File: src/rtl/load_queue_pkg.sv
// load_queue_pkg
//   Shared types and configuration for the load queue.
//   - cpu_config_t carries the queue depths that size the load queue and
//     the store-conflict masks.
//   - id_t / lq_entry_t describe one queued load at the default widths.
//   - is_pow2() is used to reject illegal depth parameters at elaboration.
package load_queue_pkg;

  localparam int LOG2_MAX_IDS   = 3;
  localparam int SUBUNIT_ID_W   = 2;

  typedef logic [LOG2_MAX_IDS-1:0] id_t;

  typedef struct packed {
    int unsigned lq_depth;
    int unsigned sq_depth;
  } cpu_config_t;

  localparam cpu_config_t DEFAULT_CONFIG = '{lq_depth: 4, sq_depth: 4};

  typedef struct packed {
    logic [31:0]             addr;
    logic [2:0]              fn3;
    id_t                     id;
    logic [SUBUNIT_ID_W-1:0] subunit_id;
  } lq_entry_t;

  function automatic bit is_pow2(input int unsigned value);
    return (value != 0) && ((value & (value - 1)) == 0);
  endfunction

endpackage

File: src/rtl/load_queue.sv
// load_queue
//   In-order FIFO of issued loads feeding the memory request path. Each
//   entry captures the store queue's potential_store_conflicts mask at push
//   time; the oldest entry's mask is returned as prev_store_conflicts so the
//   store queue can report whether any of those stores is still unissued
//   (store_conflict). The oldest load is only offered while no such store
//   remains.
//
// Ports
//   clk, rst                   clock, synchronous active-high reset
//   push, data_in_*            enqueue one load (addr, fn3, id, subunit)
//   potential_store_conflicts  store mask captured with the pushed load
//   lq_push / lq_pop           echoes of push / pop for the store queue
//   full                       registered; push only legal if ~full | pop
//   empty                      no valid entries
//   valid                      oldest load may be issued
//   pop                        consumer takes the oldest load
//   data_out_*                 oldest entry payload (combinational read)
//   prev_store_conflicts       oldest entry's captured mask, 0 when none
//   store_conflict             from store queue: an older store is pending
//
// Handshake: the producer may assert push in any cycle where full=0 or pop=1;
// the entry is visible at the output from the following cycle (no bypass).
// The consumer may assert pop only in a cycle where valid=1; the oldest entry
// is retired at that clock edge. push and pop in the same cycle both take
// effect and leave occupancy unchanged.
module load_queue
  import load_queue_pkg::*;
#(
  parameter int LQ_DEPTH  = int'(DEFAULT_CONFIG.lq_depth),
  parameter int SQ_DEPTH  = int'(DEFAULT_CONFIG.sq_depth),
  parameter int ID_W      = LOG2_MAX_IDS,
  parameter int SUBUNIT_W = SUBUNIT_ID_W
) (
  input  logic                 clk,
  input  logic                 rst,

  input  logic                 push,
  input  logic [31:0]          data_in_addr,
  input  logic [2:0]           data_in_fn3,
  input  logic [ID_W-1:0]      data_in_id,
  input  logic [SUBUNIT_W-1:0] data_in_subunit_id,
  input  logic [SQ_DEPTH-1:0]  potential_store_conflicts,
  output logic                 lq_push,

  output logic                 full,
  output logic                 empty,
  output logic                 valid,

  input  logic                 pop,
  output logic                 lq_pop,
  output logic [31:0]          data_out_addr,
  output logic [2:0]           data_out_fn3,
  output logic [ID_W-1:0]      data_out_id,
  output logic [SUBUNIT_W-1:0] data_out_subunit_id,
  output logic [SQ_DEPTH-1:0]  prev_store_conflicts,
  input  logic                 store_conflict
);

  localparam int PTR_W = $clog2(LQ_DEPTH);

  if (!is_pow2(LQ_DEPTH) || LQ_DEPTH < 2) begin : g_bad_depth
    $error("load_queue: LQ_DEPTH must be a power of two and at least 2");
  end

  typedef struct packed {
    logic [31:0]          addr;
    logic [2:0]           fn3;
    logic [ID_W-1:0]      id;
    logic [SUBUNIT_W-1:0] subunit_id;
  } entry_t;

  // Payload and mask storage: plain arrays, no reset, suited to LUTRAM.
  entry_t              entry_mem [LQ_DEPTH];
  logic [SQ_DEPTH-1:0] mask_mem  [LQ_DEPTH];

  logic [PTR_W-1:0]    lq_index_q,  lq_index_d;
  logic [PTR_W-1:0]    lq_oldest_q, lq_oldest_d;
  logic [LQ_DEPTH-1:0] valid_r_q,   valid_r_d;
  logic [LQ_DEPTH-1:0] push_onehot, pop_onehot;
  logic                full_q,      full_d;

  entry_t              oldest_entry;
  logic                oldest_valid;

  // ---------------------------------------------------------------------------
  // Next-state logic
  // ---------------------------------------------------------------------------
  always_comb begin
    push_onehot = '0;
    pop_onehot  = '0;
    if (push) push_onehot[lq_index_q]  = 1'b1;
    if (pop)  pop_onehot[lq_oldest_q]  = 1'b1;

    lq_index_d  = push ? lq_index_q  + PTR_W'(1) : lq_index_q;
    lq_oldest_d = pop  ? lq_oldest_q + PTR_W'(1) : lq_oldest_q;

    // Clear before set: when the queue is full and push+pop hit the same
    // slot, the freshly written entry must survive.
    valid_r_d = (valid_r_q & ~pop_onehot) | push_onehot;

    // Full next cycle when the slot the write pointer will land on is still
    // occupied.
    full_d = valid_r_d[lq_index_d];
  end

  // ---------------------------------------------------------------------------
  // Control registers
  // ---------------------------------------------------------------------------
  always_ff @(posedge clk) begin
    if (rst) begin
      lq_index_q  <= '0;
      lq_oldest_q <= '0;
      valid_r_q   <= '0;
      full_q      <= 1'b0;
    end else begin
      lq_index_q  <= lq_index_d;
      lq_oldest_q <= lq_oldest_d;
      valid_r_q   <= valid_r_d;
      full_q      <= full_d;
    end
  end

  // ---------------------------------------------------------------------------
  // Entry storage: written on push, never modified afterwards
  // ---------------------------------------------------------------------------
  always_ff @(posedge clk) begin
    if (push && !rst) begin
      entry_mem[lq_index_q] <= '{addr:       data_in_addr,
                                 fn3:        data_in_fn3,
                                 id:         data_in_id,
                                 subunit_id: data_in_subunit_id};
      mask_mem[lq_index_q]  <= potential_store_conflicts;
    end
  end

  // ---------------------------------------------------------------------------
  // Outputs
  // ---------------------------------------------------------------------------
  always_comb begin
    oldest_entry = entry_mem[lq_oldest_q];
    oldest_valid = valid_r_q[lq_oldest_q];
  end

  assign lq_push = push;
  assign lq_pop  = pop;

  assign full  = full_q;
  assign empty = ~|valid_r_q;

  // Combinational gate so a store issuing this cycle releases the load
  // without an added cycle.
  assign valid = oldest_valid & ~store_conflict;

  assign data_out_addr       = oldest_entry.addr;
  assign data_out_fn3        = oldest_entry.fn3;
  assign data_out_id         = oldest_entry.id;
  assign data_out_subunit_id = oldest_entry.subunit_id;

  // Masked so the unreset storage can never leak X to the store queue.
  assign prev_store_conflicts = oldest_valid ? mask_mem[lq_oldest_q] : '0;

  // ---------------------------------------------------------------------------
  // Protocol checks
  // ---------------------------------------------------------------------------
  a_no_push_when_full : assert property (@(posedge clk) disable iff (rst)
    !(push && full_q && !pop))
    else $error("load_queue: push while full without pop");

  a_no_pop_when_invalid : assert property (@(posedge clk) disable iff (rst)
    !(pop && !valid))
    else $error("load_queue: pop while valid is low");

endmodule
File: config.mk
export PLATFORM = sky130hd
export DESIGN_NAME = load_queue
export DESIGN_NICKNAME = d
export VERILOG_FILES = /design/src/rtl/load_queue_pkg.sv /design/src/rtl/load_queue.sv
export SDC_FILE = /design/constraint.sdc
export NUM_CORES = 1
export LEC_CHECK = 0
export CORE_ASPECT_RATIO = 0.5
export CORE_MARGIN = 2
export CORE_UTILIZATION = 38
export DETAILED_ROUTE_END_ITERATION = 8
export HOLD_SLACK_MARGIN = 0.03
export PLACE_DENSITY = 0.69
export SLEW_MARGIN = 20
export SYNTH_ARGS = -nofsm -noshare
export SYNTH_HDL_FRONTEND = slang
export SYNTH_SLANG_ARGS = --single-unit
File: constraint.sdc
create_clock -name clk -period 3.1 [get_ports clk]
set_clock_uncertainty 0.05 [all_clocks]
set_input_delay 0.62 -clock clk [delete_from_list [all_inputs] [get_ports clk]]
set_output_delay 0.62 -clock clk [all_outputs]
set_load 0.005 [all_outputs]
# Yosys cells after proc, flatten, opt, wreduce, memory -nomap -nowiden

Memory sizes are Yosys's and may differ from the RTL's. A register that Yosys moved wholly into a read port is not among the register bits.
Index checks and enable logic that the tools add are counted.

$add $sub $neg: 2
Bitwise logic cells: 5
Reduce and logical (&&, ||, !) cells: 6
Magnitude comparators: 5
Multiplexer cells: 18

Operator list:

| operator                                                          | number |
|---|---|
| 2-to-1 mux 4 bit                                                  | 3 |
| 2-to-1 mux 2 bit                                                  | 5 |
| less-than comparator 2 x 3 -> 1 bit, second input constant        | 3 |
| 2-to-1 mux 1 bit                                                  | 6 |
| adder 2 x 1 -> 2 bit, second input constant                       | 2 |
| AND 4 bit                                                         | 1 |
| binary-select mux 1 bit (select 2 bit)                            | 2 |
| demux 1 bit (select 2 bit)                                        | 2 |
| greater-or-equal comparator 2 x 1 -> 1 bit, second input constant | 2 |
| inverter 4 bit                                                    | 1 |
| bitwise OR 4 bit                                                  | 1 |
| OR reduction 4 bit                                                | 1 |
| logical AND 1 bit                                                 | 3 |
| logical NOT 1 bit                                                 | 2 |
| AND 1 bit                                                         | 1 |
| inverter 1 bit                                                    | 1 |

Flip-flop bits (word level): 9
Bits of input ports: 49
RAM bits: 176
Output and inout bits: 49
Word-level logic and storage cells: 42
Memories: 2

Memories:

| memory    | words | bits a word | read ports | clocked after memory_dff | wr ports | line             | RTL |
|---|---|---|---|---|---|---|---|
| entry_mem | 4     | 40          | 1          | 1                        | 1        | load_queue.sv:74 | `entry_t entry_mem [LQ_DEPTH];` |
| mask_mem  | 4     | 4           | 1          | 1                        | 1        | load_queue.sv:75 | `logic [SQ_DEPTH-1:0] mask_mem [LQ_DEPTH];` |

# Depth between registers and ports, before layout

Gate-level depths: netlist (run 1).

Depth in word-level cells: 10
Depth in mapped cells: 6
Gate-level depth less buffers: 6

# Worst setup path after synthesis (run 1)

No wires, ideal clock.

Kind: input-to-reg
Start point: input port rst
End point: memory entry_mem[0][0] in the netlist's numbering (enable)
Arrival: 2.067 ns
Library setup time: 0.406 ns
Slack: 0.577 ns
Data required time: 2.644 ns
Stages: 3
Buffers on the path: 1
Path through: clkbuf_1 -> nor2b_1 -> and2_1

Word-level cells in the longest chain between the ends: 4

Ends and longest elaborated chain:

| what                                   | line              | RTL |
|---|---|---|
| start: declaration                     | load_queue.sv:36  | `input logic rst,` |
| logical NOT 1 bit                      | load_queue.sv:128 | `if (push && !rst) begin` |
| logical AND 1 bit                      | load_queue.sv:128 |  |
| 2-to-1 mux 1 bit                       | load_queue.sv:128 |  |
| 2-to-1 mux 1 bit (implied by the code) | load_queue.sv:129 | `entry_mem[lq_index_q] <= '{addr: data_in_addr,` |
| end: declaration                       | load_queue.sv:74  |  |

No other way between the ends.

==> out/metrics.cfg, run 1 <==
[status]
status = completed

[placed_design]
port_buffers = 97
place_hpwl_um = 7610
place_ws_ns = 0.5610
place_congestion = 0.6911

[routing]
first_pass_iters = 4
drt-total-wl_um = 12510
routedWlPerCell_um = 18.61
antenna_left = 0
vias = 3232
drc = 0
vias_per_cell = 4.810
first_iter_violations = 221

[yosys]
ys_seq_area_frac = 0.7825
synth_cell_types = 25
syn_inst = 306
synth.area.top_cells = edfxtp_1, mux4_2, dfxtp_1
ys_ff_latch = 187
synthFlopType = edfxtp_1
ys_async_sr_fraction = 0
syn_area_um2 = 7035
synth_top_area_share = 0.7512
synth.most_common_cell = edfxtp_1
synth-edff-count = 176
ys_warn_count = 0
synth.top_cells.by_count = edfxtp_1, mux4_2, nand2_1
syn_area_per_cell_um2 = 22.99
synth_top_cell_by_area = edfxtp_1
syn_nets = 363

[cells_and_area]
seqCellArea_um2 = 5510
multi_input_area_um2 = 1374
area_delta_synth_final_pct = 27.07
utilization = 0.4896
nNetsFinal = 476
fill_cells = 1446
layout-drive-gt1-share = 0.2199
antenna_cells = 0

[setup_path]
max_stage_delay_ns = 0.70
cp_data_arrival_time_ns = 2.19
cp_max_fo = 17
worstPathCellList = buf_4 -> mux4_2 -> clkdlybuf4s50_1
critPathSlowestCell = dfxtp_2
endpoint_kind = primary output
reg2reg_to = full$_SDFF_PP0_
critical_path_depth = 3
required_ns = 2.43
critPathLaunchType = flip-flop
crit_family = buffers and inverters
r2r_cells = 6
cp_num_buf_inv = 2
critPathKind = reg2out
r2r_start = lq_index_q[0]$_SDFF_PP0_
reg2reg_slack_ns = 1.57

[clock_network]
cts_setup_buffers = 0
clock_latency_ns = 0.41
ctsResizeCount = 0
cts_buffer_depth = 2
numCtsBuffers = 17
ctsHoldBuffers = 0
cts_max_level = 4
root_buffer = clkbuf_16
numClockSinks = 187
tritoncts = yes
clk_pin_slew_ns = 0.07

[global_routing]
grt_max_degree = 45
gr-total-overflow = 0
grt_pass1_vias = 3498
antenna_found_initial = 0
grt_pass1_wl_um = 19310
grt_use_total = 0.1334

[timing]
min_period_ns = 2.860
setup_slack_ns = 0.2401
rsz0062_at_grt = false
min_period_over_period = 0.9225
relSlewSlack = 0.6175
hold_violations = 0
slew_violations = 0
fmax_mhz = 349.7
worst_pin_slew_ns = 0.5737
fin_tns_setup_ns = 0
setup_viol = 0
whs_ns = 0.4554

[floorplanning]
ios = 98
dieArea_um2 = 19690
start_util = 0.3853
die_w_um = 196.4
core_area_um2 = 18260
row_count = 35
die_y_um = 100.2

[min_path]
min_to = valid_r_q[3]$_SDFF_PP0_
min_from = valid_r_q[3]$_SDFF_PP0_
min-delay-path-class = reg2reg
min_path_cells = 2

[job]
max-cap-violations = 0

[power]
p_leak_nw = 2.862
power.density_nw_per_um2 = 626.0
ir_worst_vdd_v = 0.0003858

-- cells in the final DEF, fill, tap and decap left out, drive strengths merged --
master         count
edfxtp           176
clkdlybuf4s50     97
mux4              45
clkbuf            18
nand2             13
inv               13
buf               12
dfxtp             11
ha                 8
and2               8
a21oi              5
nor2               4
o21ai              4
nand2b             3
nor2b              2
mux2i              2
bufinv             2
clkinvlp           2
nor4               1
xnor2              1
or2                1
a22oi              1
a221oi             1
a21o               1
clkinv             1
-- kinds of logic after synthesis --
| group | Yosys count | share of synthesized area |
|---|---|---|
| DFF | 187 | 0.7825 |
| and+or+nand+nor | 32 | 0.02241 |
| adders and majority gates | 8 | 0.01423 |
| AOI/OAI and AO/OA | 12 | 0.009782 |
| xor gates and xnor gates | 1 | 0.001245 |
| muxes | 47 | 0.1469 |
| buffers and inverters | 19 | 0.02294 |
-- per-stage QoR --
stage,power (mW),instances,cell area [um^2]
after floorplan,3.174,306,7036
after global placement,3.463,640,8335
after detailed placement,3.472,640,8335
after CTS,5.651,672,8940
after global routing,5.788,672,8940
final,5.596,672,8940
-- worst max-delay path by stage --
stage                                      endpoint  slack (ns)  startpoint
after detailed placement                     lq_pop        0.56         pop
after global placement                       lq_pop        0.58         pop
after floorplan           entry_mem[0][0]$_DFFE_PP_        0.58         rst
after CTS                          data_out_addr[8]        0.19   flip-flop
after global routing        prev_store_conflicts[0]        0.13   flip-flop
final                              data_out_addr[8]        0.24   flip-flop
-- sequential cells by signal, indices dropped and copies added, names as in the netlist, named ones only --
signal	cells
entry_mem	160
full	1
lq_index_q	2
lq_oldest_q	2
mask_mem	16
valid_r_q	4
-- where the power goes --
group / internal [mW] / leakage, nW / switching [mW] / total [mW]
Clock: 1.23 / 0.292 / 0.963 / 2.19
Combinational: 0.334 / 0.880 / 0.211 / 0.545
Sequential: 2.83 / 1.69 / 0.0316 / 2.86
-- worst register-to-register path, cell delays in order (launching register included) --
cell and delay [ns]:
dfxtp_1 0.43, inv_1 0.09, ha_1 0.29, mux2i_1 0.19, nand2b_1 0.08, a221oi_1 0.23
a21o_1 0.12
-- final cells by class --
class                           instances  area share
Clock buffer                           18     0.04801
Clock inverter                         14     0.01959
Inverter                                4    0.001679
Multi-Input combinational cell        100      0.1537
Sequential cell                       187      0.6164
Tap cell                              240     0.03359
Timing Repair Buffer                  109      0.1271
-- per-layer routing --
| metal | up-vias | share of wire | track usage |
|---|---|---|---|
| met5 | - | 0 | 0 |
| met4 | 0 | 0.010 | 0.04604 |
| met3 | 6 | 0.022 | 0.02856 |
| met2 | 47 | 0.53 | 0.2368 |
| met1 | 1693 | 0.44 | 0.1645 |
| li1 | 1486 | - | - |
(Power assumes the default switching activity.)
==> run 2: changes to the inputs <==
--- a/config.mk
+++ b/config.mk
@@ -9,9 +9,9 @@
 export CORE_MARGIN = 2
 export CORE_UTILIZATION = 38
 export DETAILED_ROUTE_END_ITERATION = 8
-export HOLD_SLACK_MARGIN = 0.03
+export HOLD_SLACK_MARGIN = 0.15
 export PLACE_DENSITY = 0.69
-export SLEW_MARGIN = 20
+export SLEW_MARGIN = 0
 export SYNTH_ARGS = -nofsm -noshare
 export SYNTH_HDL_FRONTEND = slang
 export SYNTH_SLANG_ARGS = --single-unit
==> results of run 2 <==
No change in the layout: final DEF, timing and power equal those of run 1.
==> run 3: changes to the inputs <==
==> constraint.sdc (replaced) <==
create_clock -name clk -period 3.1 [get_ports clk]
set_clock_uncertainty 0.05 [all_clocks]
set_input_delay 0.62 -clock clk [delete_from_list [all_inputs] [get_ports clk]]
set_output_delay 0.62 -clock clk [all_outputs]
set_load 0.02 [all_outputs]
==> run 3 against run 2 <==
Against the previous run: critical path type unchanged; first-iteration DRC count shrank 22%; cell area hardly changed; power up 0.25%; worst hold slack worse by 0.0025 ns.
==> out/metrics.cfg, run 3 (synthesis gave the netlist of run 1 again) <==
[timing]
hold_violations = 0  ; unchanged
min_period_ns = 3.002  ; +0.1418 ns
rsz0062_at_grt = false
setup_viol = 0  ; unchanged
relSlewSlack = 0.6414  ; +0.02392
fmax_mhz = 333.1  ; -4.7%
worst_pin_slew_ns = 0.5378  ; -0.03588 ns
whs_ns = 0.4528  ; -0.002537 ns
fin_tns_setup_ns = 0  ; unchanged
min_period_over_period = 0.9683  ; +0.04574
setup_slack_ns = 0.09833  ; -0.1418 ns
slew_violations = 0  ; unchanged

[routing]
drt-total-wl_um = 12170  ; -2.7%
drc = 0  ; unchanged
vias_per_cell = 4.818  ; +0.17%
first_pass_iters = 7  ; +3
routedWlPerCell_um = 18.17  ; -2.4%
vias = 3228  ; -0.12%
first_iter_violations = 172  ; -22%
antenna_left = 0  ; unchanged

[clock_network]
numClockSinks = 187  ; unchanged
cts_setup_buffers = 0  ; unchanged
cts_buffer_depth = 2  ; unchanged
clock_latency_ns = 0.41  ; about the same
ctsResizeCount = 0  ; unchanged
root_buffer = clkbuf_16
clk_pin_slew_ns = 0.07  ; about the same
cts_max_level = 4  ; unchanged
numCtsBuffers = 17  ; unchanged
ctsHoldBuffers = 0  ; unchanged
tritoncts = yes

[cells_and_area]
top_regs = entry_mem (160), mask_mem (16), valid_r_q (4)
area_delta_synth_final_pct = 27.17  ; about the same
regMostFlops = entry_mem
antenna_cells = 0  ; unchanged
final_common_cell = edfxtp_1
mostFrequentLayoutCells = edfxtp_1, clkdlybuf4s50_1, mux4_2
largest_reg_flops = 160  ; unchanged
nNetsFinal = 475  ; -0.21%
fin_cells = 670  ; -0.30%
layout-drive-gt1-share = 0.2186  ; -0.001303

[floorplanning]
start_util = 0.3853  ; unchanged
die_y_um = 100.2  ; unchanged
ios = 98  ; unchanged
dieArea_um2 = 19690  ; unchanged
die_w_um = 196.4  ; unchanged
core_area_um2 = 18260  ; unchanged
row_count = 35  ; unchanged

[global_routing]
gr-total-overflow = 0  ; unchanged
grt_use_total = 0.1324  ; -0.0009169
antenna_found_initial = 0  ; unchanged
grt_max_degree = 45  ; unchanged
grt_pass1_vias = 3626  ; +3.7%
grt_pass1_wl_um = 19260  ; -0.22%

[job]
max-cap-violations = 0  ; unchanged

[status]
status = completed

[power]
ir_worst_vdd_v = 0.0004178  ; +8.3%
p_leak_nw = 2.859  ; about the same
clkPwrFrac = 0.376  ; -0.016
p_switching_mw = 1.297  ; +7.6%
p_int_mw = 4.314  ; -1.8%
p_comb_frac = 0.114  ; +0.017
power.density_nw_per_um2 = 627.0  ; +0.17%
netSwitchingFraction = 0.2311  ; +0.01577
power_frac_seq = 0.510  ; about the same

[setup_path]
cp_max_fo = 20  ; +3
r2r_cells = 3  ; -3
cp_data_arrival_time_ns = 2.33  ; +0.14 ns
endpoint_kind = primary output
required_ns = 2.43  ; about the same
critPathKind = reg2out
critPathLaunchType = flip-flop

[min_path]
min_path_cells = 2  ; unchanged
min-delay-path-class = reg2reg

[placed_design]
place_hpwl_um = 7479  ; -1.7%
place_congestion = 0.7181  ; +3.9%
place_inst = 639  ; -0.16%
port_buffers = 97  ; unchanged
place_ws_ns = 0.4530  ; -0.1080 ns

run 3: final timing paths:
check	endpoint	slack (ns)	from
max reg2reg	entry_mem[1][24]$_DFFE_PP_	1.45	lq_index_q[0]$_SDFF_PP0_
max	prev_store_conflicts[0]	0.1	flip-flop
min reg2reg	valid_r_q[3]$_SDFF_PP0_	0.45	valid_r_q[3]$_SDFF_PP0_
min	valid_r_q[3]$_SDFF_PP0_	0.45	valid_r_q[3]$_SDFF_PP0_
run 3: metal layers:
layer / vias to the layer above / part of all wire / wire length [um] / track usage
met5: - / 0 / 0 / 0
met1: 1687 / 0.44 / 5346 / 0.1658
met4: 0 / 0.011 / 134 / 0.05420
li1: 1485 / - / - / -
met2: 45 / 0.52 / 6386 / 0.2308
met3: 11 / 0.025 / 304 / 0.02520
run 3: power by group through the flow:
stage	Clock, mW	Sequential [mW]	Combinational [mW]
detailed placement	0	2.92	0.648
floorplan	0	2.90	0.364
finish	2.11	2.86	0.637
global route	2.26	2.87	0.680
global placement	0	2.92	0.644
CTS	2.17	2.86	0.650
run 3: cell type report:
| cell class | count | area (um^2) |
|---|---|---|
| multi-input cells | 100 | 1374 |
| flip-flops and latches | 187 | 5510 |
| clock buffers | 17 | 425.4 |
| inverters | 4 | 15.01 |
| well taps | 240 | 300.3 |
| fillers | 1461 | 9314 |
| clock inverters | 14 | 156.4 |
| repair buffers | 108 | 1166 |
run 3: metrics by stage:
step                      utilization  power (mW)  instance area, um^2
after global routing           0.4900       5.812                 8947
after CTS                      0.4900       5.679                 8947
final                          0.4900       5.610                 8947
after global placement         0.4581       3.560                 8366
after floorplan                     -       3.267                 7036
after detailed placement       0.4581       3.567                 8366
run 3: worst max-delay path: stages, from the launching register on:
cell and delay [ns]:
dfxtp_4 0.43, buf_12 0.23, mux4_2 0.51, and2_1 0.16
clkdlybuf4s50_1 0.57
